[config.mk]
export PLATFORM = sky130hd
export DESIGN_NAME = hamming_deserializer
export DESIGN_NICKNAME = d
export VERILOG_FILES = /design/src/rtl/hamming_pkg.sv /design/src/rtl/hamming_stat_counter.sv /design/src/rtl/hamming_deserializer.sv
export SDC_FILE = /design/constraint.sdc
export NUM_CORES = 1
export LEC_CHECK = 0
export CELL_PAD_IN_SITES_DETAIL_PLACEMENT = 0
export CELL_PAD_IN_SITES_GLOBAL_PLACEMENT = 1
export CORE_MARGIN = 2
export CORE_UTILIZATION = 30
export CTS_CLUSTER_SIZE = 20
export DETAILED_ROUTE_END_ITERATION = 10
export PLACE_DENSITY_LB_ADDON = 0.1
export SYNTH_ARGS = -nofsm -noshare
export SYNTH_HDL_FRONTEND = slang
export SYNTH_SLANG_ARGS = --single-unit
export TNS_END_PERCENT = 20
[constraint.sdc]
create_clock -name clk -period 3.25 [get_ports clk]
set_input_delay 0.65 -clock clk [delete_from_list [all_inputs] [get_ports clk]]
set_output_delay 0.65 -clock clk [all_outputs]
set_load 0.02 [all_outputs]
[src/rtl/hamming_pkg.sv]
// Shared definitions for the Hamming codeword deserializer: default parity count,
// codeword length helper and receive FSM state type.
package hamming_pkg;

  localparam int unsigned DefaultP = 3;

  function automatic int unsigned codeword_len(input int unsigned p);
    return (32'd1 << p) - 32'd1;
  endfunction

  typedef enum logic [1:0] {
    StIdle,
    StData,
    StStop,
    StWaitIdle
  } state_e;

endpackage

[src/rtl/hamming_stat_counter.sv]
// Free-running frame counter that advances on each enable and wraps at all-ones.
module hamming_stat_counter #(
  parameter int unsigned Width = 16
) (
  input  logic             clk,
  input  logic             rst_bar,
  input  logic             en,
  output logic [Width-1:0] count
);

  always_ff @(posedge clk or negedge rst_bar) begin
    if (!rst_bar) begin
      count <= '0;
    end else if (en) begin
      count <= count + Width'(1);
    end
  end

endmodule

[src/rtl/hamming_deserializer.sv]
// Serial-to-parallel receiver for Hamming codewords (start, N bits LSB-first, stop).
// Optional frame statistics counter enabled by defining HAMMING_STATS_EN.
module hamming_deserializer
  import hamming_pkg::*;
#(
  parameter  int unsigned P = DefaultP,
  localparam int unsigned N = codeword_len(P)
) (
  input  logic         clk,
  input  logic         rst_bar,
  input  logic         bit_en,
  input  logic         rx_bit,
  output logic [N-1:0] rx_msg,
  output logic         msg_valid,
  input  logic         msg_ready,
  output logic         frame_err,
  output logic         overrun,
  output logic [15:0]  frame_count
);

  localparam int unsigned CntW = $clog2(N + 1);

  state_e          state_q, state_d;
  logic [CntW-1:0] cnt_q;
  logic [N-1:0]    shift_q;
  logic            last_bit;
  logic            start_en, shift_en, complete, stop_err;
  logic            load;

  assign last_bit = (cnt_q == CntW'(N - 1));

  // State register
  always_ff @(posedge clk or negedge rst_bar) begin
    if (!rst_bar) begin
      state_q <= StIdle;
    end else begin
      state_q <= state_d;
    end
  end

  // Next-state logic; transitions only on sample strobes
  always_comb begin
    state_d = state_q;
    if (bit_en) begin
      case (state_q)
        StIdle:     if (!rx_bit) state_d = StData;
        StData:     if (last_bit) state_d = StStop;
        StStop:     state_d = rx_bit ? StIdle : StWaitIdle;
        StWaitIdle: if (rx_bit) state_d = StIdle;
        default:    state_d = StIdle;
      endcase
    end
  end

  // FSM decode outputs
  always_comb begin
    start_en = 1'b0;
    shift_en = 1'b0;
    complete = 1'b0;
    stop_err = 1'b0;
    if (bit_en) begin
      case (state_q)
        StIdle: start_en = !rx_bit;
        StData: shift_en = 1'b1;
        StStop: begin
          complete = rx_bit;
          stop_err = !rx_bit;
        end
        default: ;
      endcase
    end
  end

  // A completed frame is taken if the output slot is free or being drained this edge
  assign load = complete && (!msg_valid || msg_ready);

  always_ff @(posedge clk or negedge rst_bar) begin
    if (!rst_bar) begin
      cnt_q     <= '0;
      shift_q   <= '0;
      rx_msg    <= '0;
      msg_valid <= 1'b0;
      frame_err <= 1'b0;
      overrun   <= 1'b0;
    end else begin
      frame_err <= stop_err;
      overrun   <= complete && msg_valid && !msg_ready;

      if (start_en) begin
        cnt_q <= '0;
      end else if (shift_en) begin
        cnt_q <= cnt_q + CntW'(1);
      end

      // First received bit ends up in bit 0 after N right shifts
      if (shift_en) begin
        shift_q <= {rx_bit, shift_q[N-1:1]};
      end else if (stop_err) begin
        shift_q <= '0;
      end

      if (load) begin
        rx_msg    <= shift_q;
        msg_valid <= 1'b1;
      end else if (msg_ready) begin
        msg_valid <= 1'b0;
      end
    end
  end

`ifdef HAMMING_STATS_EN
  hamming_stat_counter #(
    .Width(16)
  ) u_stat_counter (
    .clk    (clk),
    .rst_bar(rst_bar),
    .en     (load),
    .count  (frame_count)
  );
`else
  assign frame_count = 16'h0000;
`endif

endmodule

# --- Word-level counts from Yosys, hierarchy flattened ---
# Cells that the tools add are included.
classes:
  n_addsub: 1
  eq_ne: 7
  n_mux: 19
  reduce_logical: 12
op_table:
  columns: ["cell", "count"]
  rows:
  - ["$mux 7", 2]
  - ["$mux 1", 10]
  - ["$mux 2", 4]
  - ["$pmux 2 s4", 1]
  - ["$mux 3", 2]
  - ["$ne 2x2->1 const B", 3]
  - ["$reduce_bool 2->1", 3]
  - ["$eq 2x2->1 const B", 2]
  - ["$reduce_and 4->1", 1]
  - ["$add 3x1->3 const B", 1]
  - ["$eq 3x3->1 const B", 1]
  - ["$logic_and 1x1->1", 3]
  - ["$logic_not 1->1", 3]
  - ["$eq 2x1->1 const B", 1]
  - ["$logic_not 2->1", 1]
  - ["$logic_or 1x1->1", 1]
totals:
  ff_bits: 22
  input_bits: 5
  output_inout_bits: 26
  wordCells: 46

# --- Logic depth before layout (Yosys ltp) ---
# Gate-level depths: netlist of the first run.
logic_depth:
  ltp_word: 5
  depth_mapped: 5
  mapped_depth_nobuf: 5

# --- Worst setup path before layout of the first run ---
# OpenSTA, ideal clock, no wires.
synth_timing:
  path_type: "input port to flip-flop"
  startpoint: "input port msg_ready"
  endpoint: "register rx_msg[0]"
  setup_time_ns: 0.125
  arrival_ns: 1.341
  required_ns: 3.125
  setup_slack_ns: 1.784
  stages: 4
  n_path_buf: 1
  path_cell_list: "nand2b_1 > nor2b_2 > buf_6 > mux2_2"
synth_between:
  elab_chain_cells: 2
synth_rtl:
  columns: ["item", "line", "text"]
  rows:
  - ["from (decl)", "hamming_deserializer.sv:15", "input logic msg_ready,"]
  - ["$logic_or 1x1->1", "hamming_deserializer.sv:75", "assign load = complete && (!msg_valid || msg_ready);"]
  - ["$logic_and 1x1->1", "hamming_deserializer.sv:75", null]
  - ["to (signal assigned)", "hamming_deserializer.sv:103", "rx_msg <= shift_q;"]
  - ["to (decl)", "hamming_deserializer.sv:13", "output logic [N-1:0] rx_msg,"]
# No other way between the ends.
# A chain may end at the register's enable or synchronous reset.

# --- Worst setup path after layout of the first run ---
layout_timing:
  startpoint: "input port bit_en"
  endpoint: "register rx_msg[3]"
layout_between:
  elab_chain_cells: 2
layout_rtl:
  columns: ["item", "line", "text"]
  rows:
  - ["from (decl)", "hamming_deserializer.sv:11", "input logic bit_en,"]
  - ["$mux 1", "hamming_deserializer.sv:61", "if (bit_en) begin"]
  - ["$logic_and 1x1->1", "hamming_deserializer.sv:75", null]
# No other way between the ends.

==> run summary, run 1 <==
In the final design database the tool counted 121 nets. The number of endpoints with negative hold slack in the final report came out at 0. Summed over all nets, the switching power comes to 0.000398 W.

The flip-flop and latch count after synthesis was 22; the overall die width was 65.1 um. The growth of design area from synthesis to finish works out to 13.3%. The library cell contributing the largest single delay on the critical path was sky130_fd_sc_hd__clkdlybuf4s50_1.

The post-synthesis mux area share is 0.0805. After synthesis, the largest family of logic cells by area is buffers and inverters. The tools report the synthesized netlist cell count as 100.

The highest fanout seen on the critical path came out at 15. In this run, distinct cell masters in the synthesized netlist total 25. The count of buffer and inverter cells on the critical path is 1, and the number of inserted filler cells in the final layout is 379. The average instance in the mapped netlist occupies 11.2 um2. The tools report the sequential element share of the synthesized area as 0.492. Gates resized during post-CTS repair numbered 0. The clock passes through at most 2 buffers. The total of max-cap violations is 0. For the TritonCTS buffer count, the log shows 3.

Relative contribution of sequential cells to total power: 0.438. Setup repair after global routing left no endpoint under its margin. Before antenna repair, the detailed router went through 4 iterations. The run gives 1230 um as the detailed placer's ending HPWL. The number of setup buffers added after CTS is 0. Nature of the critical path startpoint: an input pin. At the later pin of the worst-skew pair, clock insertion delay measures 260 ps. The internal power consumption is 0.000725 W. All-layer global routing usage: 0.100. The share of the synthesized area in the top cell type was 0.492; the routed via count was 681.

The cell family contributing the most delay on the critical path is buffers and inverters. The logs give 0.349 for the share of the core filled with cells in the final layout and 23 for the largest net degree at the start of global routing. The logs give 4230 um2 for the area enclosed by the die boundary and 1 for the number of H-tree levels. The highest clock frequency the design can meet came out at 0.444 GHz.

The area share of fa/ha/maj cells after synthesis is 0.0224. For the pin with the worst max-slew slack, the measured transition is 543 ps. After detailed routing, the total wire length is 1800 um. For this design, the CTS-stage hold fixing added 0 buffers.

The number of antenna diodes in the final layout is 0. The path class of the tightest hold or removal check is register to register. The basic-gate share of the synthesized area counting and, or, nand and nor cells was 0.130. The proportion of total power due to net switching is 0.354. Traced cell by cell, the critical path runs through clkdlybuf4s50_1, nand4b_4, nor2b_2, mux2_2. Setup violations remaining at the end of the flow were counted as 0. The tree is rooted in a sky130_fd_sc_hd__clkbuf_8. Final critical-path share of the clock period: 0.693. The critical path in this run is classified as input pin to register. The run finished with clean final reports. After the first detailed-routing iteration, the DRC count stood at 11. The logs give 0.219 mV for the maximum ir drop on the vdd rail and 0 for the number of remaining DRC errors.

31 I/O pins were placed. Data on the critical path is required at its endpoint by 3400 ps. The floorplan step defined a core boundary enclosing 3630 um2.

For the final max-slew violation count, the log shows 0. Dividing the detail-routed via count by the number of cells gives 4.23. The initial core utilization is 0.308. The layout cell share with drive strength beyond 1 came out at 0.142. The final cell area excluding filler cells is 1270 um2, and the die height is 65.1 um. The fraction of power consumed by combinational cells was 0.388; the count of port buffers added during placement was 14. Routability-driven placement finished with a final weighted congestion of 0.671. The number of antenna-violating nets in the routed design is 0, and the leakage power figure is 0.574 nW. The tools report the max-slew headroom at the worst pin as 0.637. After detailed routing, the average wire length per cell comes to 11.2 um.

Cell taking the most area after synthesis: sky130_fd_sc_hd__dfrtp_1. Final critical path time including I/O delays and setup: 2250 ps. Sorting the synthesized cells by area gives the leading types as sky130_fd_sc_hd__dfrtp_1 (49%), sky130_fd_sc_hd__buf_4 (11%), sky130_fd_sc_hd__mux2_2 (8.1%), sky130_fd_sc_hd__buf_6 (4.0%), sky130_fd_sc_hd__o21ai_0 (3.6%). The total overflow left after global routing is 0. The post-synthesis compound-gate area fraction was 0.102.

The biggest cell delay along the critical path was 810 ps; the critical path data arrival time was 2400 ps. The total power per unit cell area was 886 nW/um2. After synthesis the cells add up to 1120 um2. The logs give 0 for the total number of yosys warnings and 3200 um for the wire length of the first global-routing pass.

The worst hold margin is 514 ps. The site row count came out at 22. The clock share of power is 0.174, and the setup skew after layout is 0.722 ps. The type of destination of the critical path is a register.

The clock sink total came out at 22. The placed instances occupy a cell area of 1210 um2. The number of global-route vias before repair came out at 682. The number of antenna violations at the first check in global routing is 0, and the XOR/XNOR share of the synthesized area is 0.00783. Summed over all failing endpoints, the final setup total negative slack is 0 ps.

After clock tree synthesis, the clock-pin slew on the worst setup and hold paths is 80 ps. TritonCTS built the clock tree.
cell usage after synthesis (all sizes together):
library cell	count
nor3	1
nand4bb	1
mux2	8
or3b	1
buf	21
nor2b	2
and2	1
xor2	1
a21oi	7
conb	1
dfrtp	22
and3b	1
nor2	8
nand3b	1
ha	2
nand4b	1
o21ai	8
nand2	2
nand2b	3
a31oi	2
inv	3
a22o	3
area by class of cell:
cell class	instances	area, um2	share of cell area
Sequential cell	22	551	0.434
Multi-Input combinational cell	69	443	0.349
Tap cell	48	60.1	0.0474
Clock buffer	4	55.1	0.0434
Timing Repair Buffer	15	148	0.116
Inverter	3	11.3	0.00888
metrics by stage:
step,worst slack (ps),cells,power [W]
3_5_place_dp,719,157,0.000939
6_report,997,161,0.00112
2_1_floorplan,1780,115,0.000824
5_1_grt,875,161,0.00122
4_1_cts,993,161,0.00114
3_3_place_gp,706,157,0.000935
metal layers:
| metal | vias to the layer above | part of all wire | track usage |
|---|---|---|---|
| met5 | - | 0 | 0 |
| met2 | 26 | 0.47 | 0.157 |
| met4 | 0 | 0 | 0.0625 |
| met1 | 326 | 0.48 | 0.125 |
| li1 | 329 | - | - |
| met3 | 0 | 0.052 | 0.0226 |
cells in the final DEF (no fill, tap or decap), drive strengths merged, types with 3 or more instances in the layout:
master	instances
a21oi	7
a22o	3
clkbuf	4
clkdlybuf4s50	14
conb	16
dfrtp	22
inv	3
mux2	8
nand2b	3
nor2	8
o21ai	8
cells by family (layout without fill, tap and decap cells):
kind of cell	count (synthesis)	in the layout
simple gates	22	22
flops	22	22
buf+inv	24	22
fa+ha+maj	2	2
xor+xnor	1	1
other cells	1	16
mux	8	8
compound gates	20	20
worst paths after layout:
check | depth (start not counted) | start | slack (ps) | end
hold / removal | 1 | rx_msg[1]$_DFFE_PN0P_ | 510 | rx_msg[1]$_DFFE_PN0P_
min in group asynchronous | 2 | rst_bar | 740 | frame_err$_DFF_PN0_
hold reg to reg | 1 | rx_msg[1]$_DFFE_PN0P_ | 510 | rx_msg[1]$_DFFE_PN0P_
max in group asynchronous | 2 | rst_bar | 2290 | shift_q[1]$_DFFE_PN0P_
setup reg to reg | 3 | state_q[1]$_DFFE_PN0P_ | 1630 | rx_msg[3]$_DFFE_PN0P_
setup / recovery | 4 | bit_en | 1000 | rx_msg[3]$_DFFE_PN0P_
power by group through the flow:
stage / Clock [W] / Combinational, W / Sequential [W]
final: 0.000195 / 0.000436 / 0.000492
after global routing: 0.000218 / 0.000491 / 0.000515
after CTS: 0.000205 / 0.000443 / 0.000494
after detailed placement: 0 / 0.000440 / 0.000499
after global placement: 0 / 0.000442 / 0.000493
after floorplan: 0 / 0.000311 / 0.000514
state kept, by name (all words and copies together), names as in the netlist:
signal / count
frame_err: 1
cnt_q: 3
overrun: 1
shift_q: 7
msg_valid: 1
state_q: 2
rx_msg: 7
(Power assumes the default switching activity.)
==> inputs of run 2 (changes only) <==
clock period = 2.3 ns   (was 3.25 ns; I/O delays follow)
==> run summary, run 2 (synthesis results as in run 1) <==
The total area of sequential cells was 551 um2 (unchanged); the instance count on the critical path was 4 (unchanged). The logs give 3 (unchanged) for the TritonCTS buffer count and 14 (was 11) for the number of DRC markers after the initial detailed-route iteration. The count of port buffers added during placement works out to 14 (unchanged). The nature of the critical path startpoint is an input pin (unchanged). The routed wire length per instance was 11.3 um (was 11.2 um); the maximum ir drop on the vdd rail was 0.298 mV (was 0.219 mV). The post-CTS clock slew at the launch and capture registers of the worst setup and hold paths works out to 80 ps (about the same).

The number of H-tree levels was 1 (unchanged); the total power per unit cell area was 1240 nW/um2 (was 886 nW/um2). For the routed via count, the log shows 684 (was 681). The overall die width is 65.1 um (unchanged), and the detailed placer's ending HPWL is 1260 um (was 1230 um).

The average via count per standard cell was 4.22 (was 4.23); the number of antenna cells inserted was 0 (unchanged). The clock period could shrink to 1820 ps. The tools report the clock sink total as 22 (unchanged).

The logs give 0 (unchanged) for the number of endpoints with negative hold slack in the final report and 31 (unchanged) for the I/O pin count. The critical register-to-register path endpoint was rx_msg[3]$_DFFE_PN0P_ (unchanged). The run gives 0 (unchanged) as the total global routing overflow.

The clock root buffer was sky130_fd_sc_hd__clkbuf_8 (unchanged). The area enclosed by the die boundary was 4230 um2 (unchanged). The final critical-path share of the clock period is 0.792.

The startpoint of the lowest-slack register-to-register path was state_q[0]$_DFFE_PN0P_ (was state_q[1]$_DFFE_PN0P_). The origin of the worst setup path is rx_bit (was bit_en). The kind of critical path was input pin to register (unchanged). The setup skew after layout was 2.36 ps (was 0.722 ps). Biggest cell delay along the critical path: 610 ps (was 810 ps). Static timing analysis puts the maximum clock frequency at 0.549 GHz. For the all-layer global routing usage, the log shows 0.0972 (was 0.100). Area used by multi-input combinational logic: 443 um2 (unchanged). The run gives 0.741 (was 0.671) as the weighted congestion reported at the end of routability-driven placement. Die height: 65.1 um (unchanged). The type of destination of the critical path was a register (unchanged). The depth of the worst register-to-register path is 3 (unchanged), and the post-CTS setup-driven buffer insertion count is 0 (unchanged). The number of remaining DRC errors is 0 (unchanged), and the wire length of the first global-routing pass is 3240 um (was 3200 um). The type of the most critical hold path is register to register (unchanged). The cell family contributing the most delay on the critical path is buffers and inverters (unchanged).

The logs give 1270 um2 (about the same) for the final cell area excluding filler cells and 2450 ps (was 3400 ps) for the required time at the endpoint of the critical path. The highest fanout seen on the critical path is 7 (was 15). The number of inserted filler cells in the final layout was 385 (was 379); the growth of design area from synthesis to finish was 14.0% (was 13.3%). The leakage power figure was 0.579 nW (was 0.574 nW); the number of global-route vias before repair was 693 (was 682). The quantity of gates resized following cts is 0 (unchanged). The library cell contributing the largest single delay on the critical path was sky130_fd_sc_hd__clkdlybuf4s50_1 (unchanged). Setup repair after global routing left no endpoint under its margin.

The count of buffer and inverter cells on the critical path is 1 (unchanged). TritonCTS built the clock tree. The logs give 22 (unchanged) for the site row count and 0 ps (unchanged) for the setup total negative slack.

The layout cell share with drive strength beyond 1 is 0.149 (was 0.142). The clock latency of the later-clocked register in the worst-skew pair was 260 ps (about the same); the total of max-cap violations was 0 (unchanged). The number of setup violations in the final report was 0 (unchanged).

Number of hold-repair buffers added at the cts stage: 0 (unchanged). The largest net degree at the start of global routing is 23 (unchanged). The final max-slew violation count came out at 0 (unchanged). The logs give 162 (was 161) for the number of non-filler instances in the completed layout and 2 (was 4) for the length of the first detailed-routing pass in iterations. The number of antenna-violating nets in the routed design was 0 (unchanged). The commonest non-fill, non-tap cell in the layout was sky130_fd_sc_hd__dfrtp_1 (unchanged). Maximum number of buffers from clock root to sink: 2 (unchanged). The run finished with clean final reports. The detailed-route wire length was 1830 um (was 1800 um); the initial core utilization was 0.308 (unchanged). Top library cells by usage in the layout, fill and taps aside: sky130_fd_sc_hd__dfrtp_1 (22), sky130_fd_sc_hd__conb_1 (16), sky130_fd_sc_hd__clkdlybuf4s50_1 (14) (unchanged). The tools report the critical path data arrival time as 1970 ps (was 2400 ps). The logs give 3630 um2 (unchanged) for the standard cell core area and 158 (was 157) for the number of placed cells counting well taps. The post-place instance area was 1220 um2 (was 1210 um2).

Largest registers ranked by flip-flop count: rx_msg x7, shift_q x7, cnt_q x3 (unchanged). Cell Chain, Critical Path: clkdlybuf4s50_1, nand4b_4, nor2b_2, mux2_2 (unchanged). Worst-case register-to-register setup slack: 720 ps (was 1630 ps). The capturing instance or port of the critical path was rx_msg[3]$_DFFE_PN0P_ (unchanged). Number of antenna violations at the first check in global routing: 0 (unchanged). For the final-stage net count, the log shows 122 (was 121).
==> run 2: worst min-delay path by stage <==
| stage | start | to | slack (ps) | cells after the start |
|---|---|---|---|---|
| finish | rx_msg[1]$_DFFE_PN0P_ | rx_msg[1]$_DFFE_PN0P_ | 510 | 1 |
| global route | shift_q[0]$_DFFE_PN0P_ | rx_msg[0]$_DFFE_PN0P_ | 540 | 1 |
| CTS | rx_msg[2]$_DFFE_PN0P_ | rx_msg[2]$_DFFE_PN0P_ | 520 | 1 |
| detailed placement | rx_msg[2]$_DFFE_PN0P_ | rx_msg[2]$_DFFE_PN0P_ | 500 | 1 |
| global placement | rx_msg[3]$_DFFE_PN0P_ | rx_msg[3]$_DFFE_PN0P_ | 490 | 1 |
| floorplan | rst_bar | cnt_q[0]$_DFFE_PN0P_ | 160 | 0 |
==> run 2: power breakdown <==
group / internal [W] / leakage [nW] / total (W) / switching [W]
clock: 0.000152 / 0.0288 / 0.000277 / 0.000125
combinational: 0.000322 / 0.290 / 0.000621 / 0.000299
sequential: 0.000551 / 0.260 / 0.000689 / 0.000138
total: 0.00103 / 0.579 / 0.00159 / 0.000562
==> run 2: final cells by class <==
cell class              count  area share
inverters                   3     0.00883
flip-flops and latches     22       0.432
multi-input cells          69       0.347
clock buffers               4      0.0432
well taps                  48      0.0471
repair buffers             16       0.122
==> run 2: metrics by stage <==
step | setup WS (ps) | util | power (W) | hold WS, ps
floorplan | 964 | - | 0.00116 | 164
CTS | 445 | 0.351 | 0.00161 | 519
detailed placement | 163 | 0.336 | 0.00133 | 499
global placement | 189 | 0.336 | 0.00132 | 495
finish | 478 | 0.351 | 0.00159 | 515
global route | 353 | 0.351 | 0.00171 | 544
==> run 2: routing by layer <==
metal	part of all wire	global-route usage	wire length, um	up-vias
li1	-	-	-	329
met1	0.48	0.123	882	327
met2	0.46	0.164	835	26
met5	0	0	0	-
met3	0.052	0.0174	96	2
met4	0.0098	0.0391	18	0
==> inputs of run 3 (changes only) <==
clock period = 1.7 ns   (was 2.3 ns; I/O delays follow)
==> run summary, run 3 (synthesis results as in run 1) <==
The run finished with clean final reports. Top library cells by usage in the layout, fill and taps aside: sky130_fd_sc_hd__dfrtp_1 (22), sky130_fd_sc_hd__conb_1 (16), sky130_fd_sc_hd__clkdlybuf4s50_1 (14) (unchanged). The area enclosed by the die boundary was 4230 um2 (unchanged); the number of DRC markers after the initial detailed-route iteration was 16 (was 14). The final critical-path share of the clock period is 0.920, and the average via count per standard cell is 4.19 (was 4.22).

The quantity of gates resized following cts was 0 (unchanged). The share of the core filled with cells in the final layout is 0.377 (was 0.351). The nature of the critical path startpoint is a register (was an input pin). The critical path data arrival time was 1220 ps (was 1970 ps); the detailed-route wire length was 1930 um (was 1830 um).

The count of buffer and inverter cells on the critical path works out to 1 (unchanged). TritonCTS built the clock tree. The number of hold-repair buffers added at the cts stage came out at 0 (unchanged).

The logs give 0.000779 W (was 0.000562 W) for the power dissipated by switching net loads and 0 (unchanged) for the number of setup violations in the final report. The maximum ir drop on the vdd rail was 0.599 mV (was 0.298 mV); the routed wire length per instance was 11.3 um (about the same). The length of the first detailed-routing pass in iterations was 2 (unchanged); the clock share of power was 0.209 (was 0.175). Type of destination of the critical path: an output port (was a register). The final-stage net count was 131 (was 122). The number of global-route vias before repair came out at 701 (was 693). Cell family contributing the most delay on the critical path: buffers and inverters (unchanged). The layout cell share with drive strength beyond 1 came out at 0.211 (was 0.149). The run gives 2 (unchanged) as the maximum number of buffers from clock root to sink.

The overall die width is 65.1 um (unchanged), and the post-CTS setup-driven buffer insertion count is 0 (unchanged). The fraction of power consumed by combinational cells came out at 0.401 (was 0.391). The biggest cell delay along the critical path is 600 ps (was 610 ps). The detailed placer's ending HPWL was 1360 um (was 1260 um); the total global routing overflow was 0 (unchanged). For the internal power consumption, the log shows 0.00155 W (was 0.00103 W).

The tools report the number of placed cells counting well taps as 167 (was 158). For the total of max-cap violations, the log shows 0 (unchanged). The initial core utilization came out at 0.308 (unchanged). Kind of critical path: register to output port (was input pin to register). Setup repair after global routing left no endpoint under its margin. Count of port buffers added during placement: 14 (unchanged). Static timing analysis puts the maximum clock frequency at 0.639 GHz.

The required time at the endpoint of the critical path is 1360 ps (was 2450 ps). Largest registers ranked by flip-flop count: rx_msg x7, shift_q x7, cnt_q x3 (unchanged). The proportion of total power due to net switching came out at 0.335 (was 0.354). The number of H-tree levels is 1 (unchanged). The type of the most critical hold path is input pin to async pin (was register to register).

The highest fanout seen on the critical path is 2 (was 7), and the I/O pin count is 31 (unchanged). The tools report the final max-slew violation count as 0 (unchanged). The logs give 0 (unchanged) for the number of antenna-violating nets in the routed design and 22 (unchanged) for the site row count.

TritonCTS buffer count: 3 (unchanged). The tools report the clock root buffer as sky130_fd_sc_hd__clkbuf_8 (unchanged). The tools report the all-layer global routing usage as 0.104 (was 0.0972).

The leakage power figure was 0.632 nW (was 0.579 nW). The library cell contributing the largest single delay on the critical path was sky130_fd_sc_hd__clkdlybuf4s50_1 (unchanged). The clock sink total is 22 (unchanged), and the post-CTS clock slew at the launch and capture registers of the worst setup and hold paths is 80 ps (about the same). The largest net degree at the start of global routing is 23 (unchanged), and the post-route worst setup slack is 136 ps (was 478 ps).

The worst hold margin was 426 ps (was 515 ps); the total power per unit cell area was 1700 nW/um2 (was 1240 nW/um2). Commonest non-fill, non-tap cell in the layout: sky130_fd_sc_hd__dfrtp_1 (unchanged). For the finished layout, the period the worst path requires is 1560 ps.

The number of non-filler instances in the completed layout is 171 (was 162), and the clock latency of the later-clocked register in the worst-skew pair is 260 ps (about the same). The routed via count came out at 716 (was 684). The number of endpoints with negative hold slack in the final report was 0 (unchanged). The tools report the number of antenna violations at the first check in global routing as 0 (unchanged).

The weighted congestion reported at the end of routability-driven placement was 0.679 (was 0.741); the worst slack at placement was -58.8 ps (was 163 ps). The number of remaining DRC errors was 0 (unchanged); the number of antenna cells inserted was 0 (unchanged). The growth of design area from synthesis to finish is 22.6% (was 14.0%), and the die height is 65.1 um (unchanged).

Cell Chain, Critical Path: clkdlybuf4s50_1 (was clkdlybuf4s50_1, nand4b_4, nor2b_2, mux2_2). The setup skew after layout was 3.59 ps (was 2.36 ps). The relative contribution of sequential cells to total power was 0.390 (was 0.434). The run gives 3630 um2 (unchanged) as the standard cell core area. The wire length of the first global-routing pass is 3370 um (was 3240 um).
-- run 3: cell types whose count changed in the layout (fill, tap and decap cells not counted), sizes merged --
cell | before | now
buf | 2 | 11
bufinv | 0 | 1
clkbuf | 4 | 3
-- run 3: worst paths after layout --
check                                            start                      to  slack (ps)  cells after the start
worst max-delay path             rx_msg[2]$_DFFE_PN0P_               rx_msg[2]         140                      1
worst min-delay path                           rst_bar  shift_q[0]$_DFFE_PN0P_         430                      2
worst max register to register  state_q[1]$_DFFE_PN0P_   rx_msg[6]$_DFFE_PN0P_         240                      4
worst min register to register  shift_q[0]$_DFFE_PN0P_   rx_msg[0]$_DFFE_PN0P_         510                      1
max in group asynchronous                      rst_bar    cnt_q[2]$_DFFE_PN0P_        1050                      2
min in group clk                shift_q[0]$_DFFE_PN0P_   rx_msg[0]$_DFFE_PN0P_         510                      1
-- run 3: power groups by stage --
stage / registers [W] / logic, W / clock network [W]
6_report: 0.000909 / 0.000934 / 0.000487
4_1_cts: 0.000913 / 0.000949 / 0.000503
3_3_place_gp: 0.000916 / 0.000941 / 0
5_1_grt: 0.000947 / 0.00104 / 0.000528
3_5_place_dp: 0.000925 / 0.000939 / 0
2_1_floorplan: 0.000982 / 0.000594 / 0
-- run 3: per-layer routing --
layer	vias up	GRT usage	share of wire
li1	354	-	-
met1	334	0.141	0.47
met4	0	0.0547	0.011
met3	2	0.0191	0.052
met2	26	0.157	0.46
met5	-	0	0
-- run 3: area by class of cell --
type                    instances  area, um2
inverters                       3       11.3
flip-flops and latches         22        551
repair buffers                 25        235
fillers                       366       2260
multi-input cells              69        443
well taps                      48       60.1
clock inverters                 1       30.0
clock buffers                   3       41.3
-- run 3: per-stage QoR --
| stage | total power [W] | area, um2 | setup TNS [ps] |
|---|---|---|---|
| 6_report | 0.00233 | 1370 | 0 |
| 5_1_grt | 0.00252 | 1370 | 0 |
| 4_1_cts | 0.00236 | 1370 | 0 |
| 3_5_place_dp | 0.00186 | 1300 | -381 |
| 3_3_place_gp | 0.00186 | 1300 | -352 |
| 2_1_floorplan | 0.00158 | 1170 | 0 |
